$ cat src/rtl/fetch_queue.sv
// fetch_queue: instruction/PC buffer between fetch and decode.
// A DEPTH-entry circular buffer with registered write pointer, read pointer
// and occupancy counter. Entries pushed on one edge become visible at the
// head on the following cycle; there is no same-cycle bypass.
//
// Ports:
//   clk        - single clock
//   reset      - asynchronous active-low reset
//   in_valid   - fetch presents in_inst/in_pc this cycle
//   in_inst    - instruction word
//   in_pc      - PC of in_inst
//   in_ready   - queue can take a push (count < DEPTH)
//   stall      - ~in_ready, holds the fetch PC
//   flush      - discard all queued entries on this edge
//   out_valid  - head entry valid (count != 0)
//   out_inst   - head instruction, NOP when empty
//   out_pc     - head PC, 0 when empty
//   out_ready  - decode consumes the head this cycle
//   count      - number of valid entries
module fetch_queue #(
    parameter int unsigned DEPTH = 4,
    parameter logic [31:0] NOP   = 32'h0000_0013
) (
    input  logic                     clk,
    input  logic                     reset,
    input  logic                     in_valid,
    input  logic [31:0]              in_inst,
    input  logic [31:0]              in_pc,
    output logic                     in_ready,
    output logic                     stall,
    input  logic                     flush,
    output logic                     out_valid,
    output logic [31:0]              out_inst,
    output logic [31:0]              out_pc,
    input  logic                     out_ready,
    output logic [$clog2(DEPTH):0]   count
);

    localparam int unsigned AW = $clog2(DEPTH);
    localparam int unsigned CW = AW + 1;
    localparam logic [CW-1:0] FULL = CW'(DEPTH);

    logic [AW-1:0] wr_ptr_q, wr_ptr_d;
    logic [AW-1:0] rd_ptr_q, rd_ptr_d;
    logic [CW-1:0] count_q, count_d;
    logic [31:0]   inst_q [DEPTH];
    logic [31:0]   pc_q   [DEPTH];

    logic push;
    logic pop;

    // Ready/valid depend on registered occupancy only, so there is no
    // combinational path from out_ready to in_ready.
    assign in_ready  = (count_q < FULL);
    assign stall     = ~in_ready;
    assign out_valid = (count_q != '0);
    assign count     = count_q;

    assign push = in_valid && in_ready && !flush;
    assign pop  = out_valid && out_ready && !flush;

    assign out_inst = out_valid ? inst_q[rd_ptr_q] : NOP;
    assign out_pc   = out_valid ? pc_q[rd_ptr_q]   : '0;

    // DEPTH is a power of two, so pointers wrap naturally at AW bits.
    always_comb begin
        wr_ptr_d = wr_ptr_q;
        rd_ptr_d = rd_ptr_q;
        count_d  = count_q;
        if (flush) begin
            wr_ptr_d = '0;
            rd_ptr_d = '0;
            count_d  = '0;
        end else begin
            if (push) wr_ptr_d = wr_ptr_q + AW'(1);
            if (pop)  rd_ptr_d = rd_ptr_q + AW'(1);
            unique case ({push, pop})
                2'b10:   count_d = count_q + CW'(1);
                2'b01:   count_d = count_q - CW'(1);
                default: count_d = count_q;
            endcase
        end
    end

    always_ff @(posedge clk or negedge reset) begin
        if (!reset) begin
            wr_ptr_q <= '0;
            rd_ptr_q <= '0;
            count_q  <= '0;
        end else begin
            wr_ptr_q <= wr_ptr_d;
            rd_ptr_q <= rd_ptr_d;
            count_q  <= count_d;
        end
    end

    // Flush leaves stale contents in place; the empty-output muxing hides them.
    always_ff @(posedge clk or negedge reset) begin
        if (!reset) begin
            for (int unsigned i = 0; i < DEPTH; i++) begin
                inst_q[i] <= NOP;
                pc_q[i]   <= '0;
            end
        end else if (push) begin
            inst_q[wr_ptr_q] <= in_inst;
            pc_q[wr_ptr_q]   <= in_pc;
        end
    end

endmodule

$ cat config.mk
export PLATFORM = sky130hd
export DESIGN_NAME = fetch_queue
export DESIGN_NICKNAME = d
export VERILOG_FILES = /design/src/rtl/fetch_queue.sv
export SDC_FILE = /design/constraint.sdc
export NUM_CORES = 1
export LEC_CHECK = 0
export BUFFER_PORTS_ARGS = -buffer_cell sky130_fd_sc_hd__buf_2
export CORE_ASPECT_RATIO = 0.8
export CORE_MARGIN = 3
export CORE_UTILIZATION = 63
export DETAILED_ROUTE_END_ITERATION = 8
export PLACE_DENSITY = 0.85
export REMOVE_ABC_BUFFERS = 1
export SYNTH_ARGS = -nofsm -noshare
export SYNTH_HDL_FRONTEND = slang
export SYNTH_SLANG_ARGS = --single-unit
$ cat constraint.sdc
create_clock -name clk -period 3.5 [get_ports clk]
set_input_delay 0.7 -clock clk [delete_from_list [all_inputs] [get_ports clk]]
set_output_delay 0.7 -clock clk [all_outputs]
set_load 0.01 [all_outputs]
# == Yosys cells after proc, flatten, opt, wreduce, memory -nomap -nowiden ==
# Index checks and enable logic that the tools add are counted.
# op_classes
div_mod_pow,0
magnitude_cmp,4
shift,0
addsub,4
n_eq_ne,2
n_reduce_logical,10
n_mux,18
mul,0
bitwise_logic,3
# op_table
op,n
bitwise mux 128 bit,2
two-way mux 32 bit,7
binary-select mux 32 bit (select 2 bit),2
demux 32 bit (select 2 bit),1
two-way mux 2 bit,4
>= comparator 3 bit (second input constant),2
NOT 2 -> 3 bit,2
one-hot mux 3 bit (2 select lines),1
nonzero test 3 bit,2
logical AND 1 bit,5
adder 2 x 1 -> 2 bit (second input constant),2
nonzero test 2 bit,2
adder 3 x 1 -> 3 bit (second input constant),1
< comparator 3 x 1 -> 1 bit (second input constant),1
< comparator 3 bit (second input constant),1
two-way mux 3 bit,1
subtractor 3 x 1 -> 3 bit (second input constant),1
equality test 2 x 1 -> 1 bit (second input constant),1
equality test 2 bit (second input constant),1
logical NOT 1 bit,1
NOT 1 bit,1
# word_totals
ram_bits,0
register_bits,263
latch_bits,0
out_inout_bits,70
romBits,0
inputBits,69
n_memories,0
word_cells,52

# == Longest topological paths before layout ==
# logic_depth
depth_word,6
mapped_depth,10
ltp_nobuf,9

# == Least setup slack after synthesis ==
# OpenSTA, ideal clock, no wires.
# synth_path
path_type,register -> output
startpoint,register rd_ptr_q[0]
endpoint,output port out_pc[6]
required_time_ns,2.800
t_arrival_ns,1.509
slack_ns,1.291
stages_incl_launch_ff,5
path_buffers,2
cell_sequence,dfrtp_1 -> buf_2 -> buf_4 -> mux4_2 -> and2_1
# synth_between
elab_chain_cells,5
# synth_lines
element,line_no,text
"start, declared",44,"logic [AW-1:0] rd_ptr_q, rd_ptr_d;"
"start signal, assigned",92,rd_ptr_q <= rd_ptr_d;
NOT 2 -> 3 bit (not written as such),63,assign out_pc = out_valid ? pc_q[rd_ptr_q] : '0;
binary-select mux 32 bit (select 2 bit),63,
two-way mux 32 bit (not written as such) (2 in a row),63,
two-way mux 32 bit,63,
"end, declared",34,"output logic [31:0] out_pc,"
# Every way passes these cells. The select of a mux whose other input is x is not followed.

# == Final worst setup path ==
# layout_path
startpoint,register count_q[2] (netlist: count[2])
endpoint,output port out_inst[26]
# layout_between
elab_chain_cells,2
# layout_lines
element,line_no,text
"start, declared",45,"logic [CW-1:0] count_q, count_d;"
"start signal, assigned",93,count_q <= count_d;
nonzero test 3 bit,56,assign out_valid = (count_q != '0);
two-way mux 32 bit,62,assign out_inst = out_valid ? inst_q[rd_ptr_q] : NOP;
"end, declared",33,"output logic [31:0] out_inst,"
# Every way passes these cells.

==> summary by stage <==
Timing
The worst pin sits at a relative slew slack of 0.263. For this run, the top clock speed supported by timing is between 0.3 and 0.4 GHz. The final cycle utilization of the critical path is 0.926. The count of endpoints failing setup in the final report is 0. The total negative setup slack is 0 ns. The final hold violation count is 0.

Between clock sinks in the finished design, the worst skew comes to approximately 0.0095 ns. The final critical-path setup slack is 0.261 ns. For the pin with the worst max-slew slack, the measured transition is between 1 and 1.5 ns.

The final count of pins violating max slew is 0. The final-layout worst hold slack is about 0.21 ns. The shortest clock period the worst path allows after layout is about 3.2 ns. Setup repair after global routing left no endpoint under its margin.

CTS
The library cell used as clock root buffer is sky130_fd_sc_hd__clkbuf_16. The clock transition at the registers of the reported paths is about 0.06 ns. Once the clock tree was built, the setup fixing pass inserted 0 buffers. The CTS tree is yes.

Buffers inserted during clock tree synthesis total 26. The hold-fix buffer count after cts is 0. Counting along the longest clock path gives a buffer depth of 3.

The number of levels in the clock H-tree is 1. The clock drives around 260 sinks. The post-cts sizing count is 0. The clock network latency to the later pin of the worst-skew pair is about 0.52 ns.

Cells and area
The filler cell count is around 1200. The layout net count is 950. The summed area of non-filler cells in the final layout is ~14000 um^2.

The proportion of layout cells with a drive suffix above 1 is 0.384. Relative to the synthesized area, the layout overhead comes to 13.1%. In the final layout, the multi-input gates occupy ~5300 um^2. The most common library cell in the layout ignoring fill and taps is sky130_fd_sc_hd__dfrtp_1.

The area used by sequential logic in the layout is approximately 6600 um^2. In the layout the commonest cells are sky130_fd_sc_hd__dfrtp_1 (249), sky130_fd_sc_hd__mux2_1 (184), sky130_fd_sc_hd__buf_2 (137), sky130_fd_sc_hd__mux4_2 (64), sky130_fd_sc_hd__and2_1 (61).

Job
Across the run, the number of max-cap violations was 0.

Floorplanning
For this configuration, the core starts out at a cell density of 0.646. The row count is between 40 and 50. During I/O placement, the number of pins put on the boundary was 139. The floorplan step defined a die boundary enclosing ~21000 um^2. The core footprint is around 19000 um^2. Measured along the y axis, the die boundary spans about 130 um. The die is around 160 um wide.

Worst setup path
The worst register-to-register path begins at count[2]. At the worst endpoint, the arrival time is 2.54 ns. The worst setup path is launched from a flop. Tracing the worst setup path back leads to its startpoint at count[2]. The cell type group with the largest total delay on the critical path is buffers and inverters.

The critical path goes through nor3_1 -> inv_2 -> and2_1 -> buf_2. The longest individual stage delay on the worst path is 0.82 ns. The capturing element type of the critical path is an output port.

The required time reported for the critical path endpoint is roughly 2.8 ns. The critical setup path kind is reg2out. The critical path's slowest cell is sky130_fd_sc_hd__inv_2. Counting both buffers and inverters, the worst setup path holds a total of 2. Along the worst path, the maximum fanout reaches 64.

Synthesis
The number of unique standard cell types used by synthesis is 36. The cell count after synthesis came out at ~750. The register bit count reported by yosys is about 260. The sequential share of the synthesized area is 0.535. The mean instance size in the synthesized netlist is between 15 and 20 um^2. During synthesis, Yosys emitted a total of 0 warnings. The cell area after technology mapping is 12300 um^2. The fraction of synthesis flops using an asynchronous set or reset pin is 1.00. The count of flip-flops with a built-in enable after synthesis is 0. In the synthesized netlist the dominant register cell turns out to be sky130_fd_sc_hd__dfrtp_1.

Placement
The pre-CTS worst setup slack is approximately 0.81 ns. During placement, the flow inserted port buffers numbering 138. Summing all placed instances gives a cell area of between 10000 and 15000 um^2.

Summed over all nets, the half-perimeter wirelength after detailed placement is between 15000 and 20000 um. The congestion estimate from routability-driven global placement came to ~0.74.

Route
After detailed routing, the number of vias per cell comes to between 5 and 6. The routed layout has roughly 6900 vias. Before antenna repair, the detailed router went through 4 iterations.

The DRC violation count after routing is 0. The wire length per cell is roughly 22 um. The count of nets left with antenna violations once routing finished came out at 0. The routed design has approximately 26000 um of wire. The initial DRC count is approximately 320.

Power and ir drop
The power per unit of standard cell area is around 730 nW/um^2. In this run the static leakage power is between 6 and 7 nW. The worst-case IR drop observed on VDD is between 0.4 and 0.5 mV. The overall power consumption is 10.3 mW.

Global routing
For this run, the total global-route usage over all layers was measured as 0.244. The total overflow reported by the global router is 0. The initial antenna violation count is 3. The via count of the first global-routing pass is 7868. The global-route wire length before repair is 41600 um. Entering global routing, the biggest net connects between 90 and 100 pins.

Outcome
The flow ran to the end, and the final reports show no timing, DRC or antenna violations.

Worst hold path
The worst hold path belongs to the class in2async.
per-stage QoR:
step           cells  utilization
2_1_floorplan    699            -
6_report        1153        0.731
4_1_cts         1151        0.731
5_1_grt         1152        0.731
3_3_place_gp    1106        0.688
3_5_place_dp    1106        0.688
synth_stat cells, types with 3 or more instances:
library cell	instances	area, um^2
sky130_fd_sc_hd__nor2_1	10	37.5
sky130_fd_sc_hd__inv_1	3	11.3
sky130_fd_sc_hd__and2_1	64	400
sky130_fd_sc_hd__mux4_2	64	1440
sky130_fd_sc_hd__buf_4	27	203
sky130_fd_sc_hd__buf_12	7	140
sky130_fd_sc_hd__mux2_1	184	2070
sky130_fd_sc_hd__a21oi_1	4	20.0
sky130_fd_sc_hd__buf_2	7	35.0
sky130_fd_sc_hd__ha_1	4	50.1
sky130_fd_sc_hd__dfrtp_1	251	6280
sky130_fd_sc_hd__dfstp_2	12	315
sky130_fd_sc_hd__mux2_2	12	135
sky130_fd_sc_hd__o21ai_0	4	20.0
sky130_fd_sc_hd__mux2_4	60	901
sky130_fd_sc_hd__nand3_1	3	15.0
sky130_fd_sc_hd__nand2_1	3	11.3
sky130_fd_sc_hd__clkbuf_1	11	41.3
sky130_fd_sc_hd__xnor2_1	3	26.3
sky130_fd_sc_hd__or2_1	3	18.8
flip-flops by register name, summed over array words and instances (netlist names):
register	cells
count	3
inst_q	128
pc_q	128
rd_ptr_q	2
wr_ptr_q	2
report_power, final:
part / internal [mW] / leakage [nW] / switching [mW]
sequential: 4.17 / 3.27 / 0.608
combinational: 1.71 / 2.74 / 1.05
clock: 1.59 / 0.404 / 1.13
per-layer routing:
metal  routed length, um  vias to the layer above  GRT usage
met5                  21                        -          0
met4                 661                        4     0.0677
met3                1270                       51     0.0466
met2               12600                      191      0.406
met1               11000                     3665      0.334
li1                    -                     2980          -
worst paths after layout:
path	endpoint	slack [ns]	cells after the start
min in group clk	inst_q[65]	0.44	2
max reg2reg	inst_q[83]	1.27	4
max in group asynchronous	pc_q[28]	2.36	2
min reg2reg	pc_q[51]	0.48	1
min	pc_q[15]	0.21	1
max	out_inst[26]	0.26	4
kinds of logic (layout without fill, tap and decap cells):
family	Yosys count	after routing	synth area share
AO/OA/AOI/OAI	11	11	0.00517
multiplexers	320	320	0.369
flip-flops	263	263	0.535
other	0	2	0
buffers and inverters	59	198	0.0373
AND/OR/NAND/NOR	91	91	0.0448
adder cells (fa/ha/maj)	5	5	0.00568
XOR/XNOR	5	5	0.00355
area by class of cell:
cell class | instances | area share
clock buffer | 40 | 0.0555
clock inverter | 5 | 0.00377
sequential | 263 | 0.473
multi-input combinational | 432 | 0.379
tap | 258 | 0.0231
timing repair buffer | 149 | 0.0642
antenna | 2 | 0.000359
inverter | 4 | 0.00108
(Power assumes the default switching activity.)
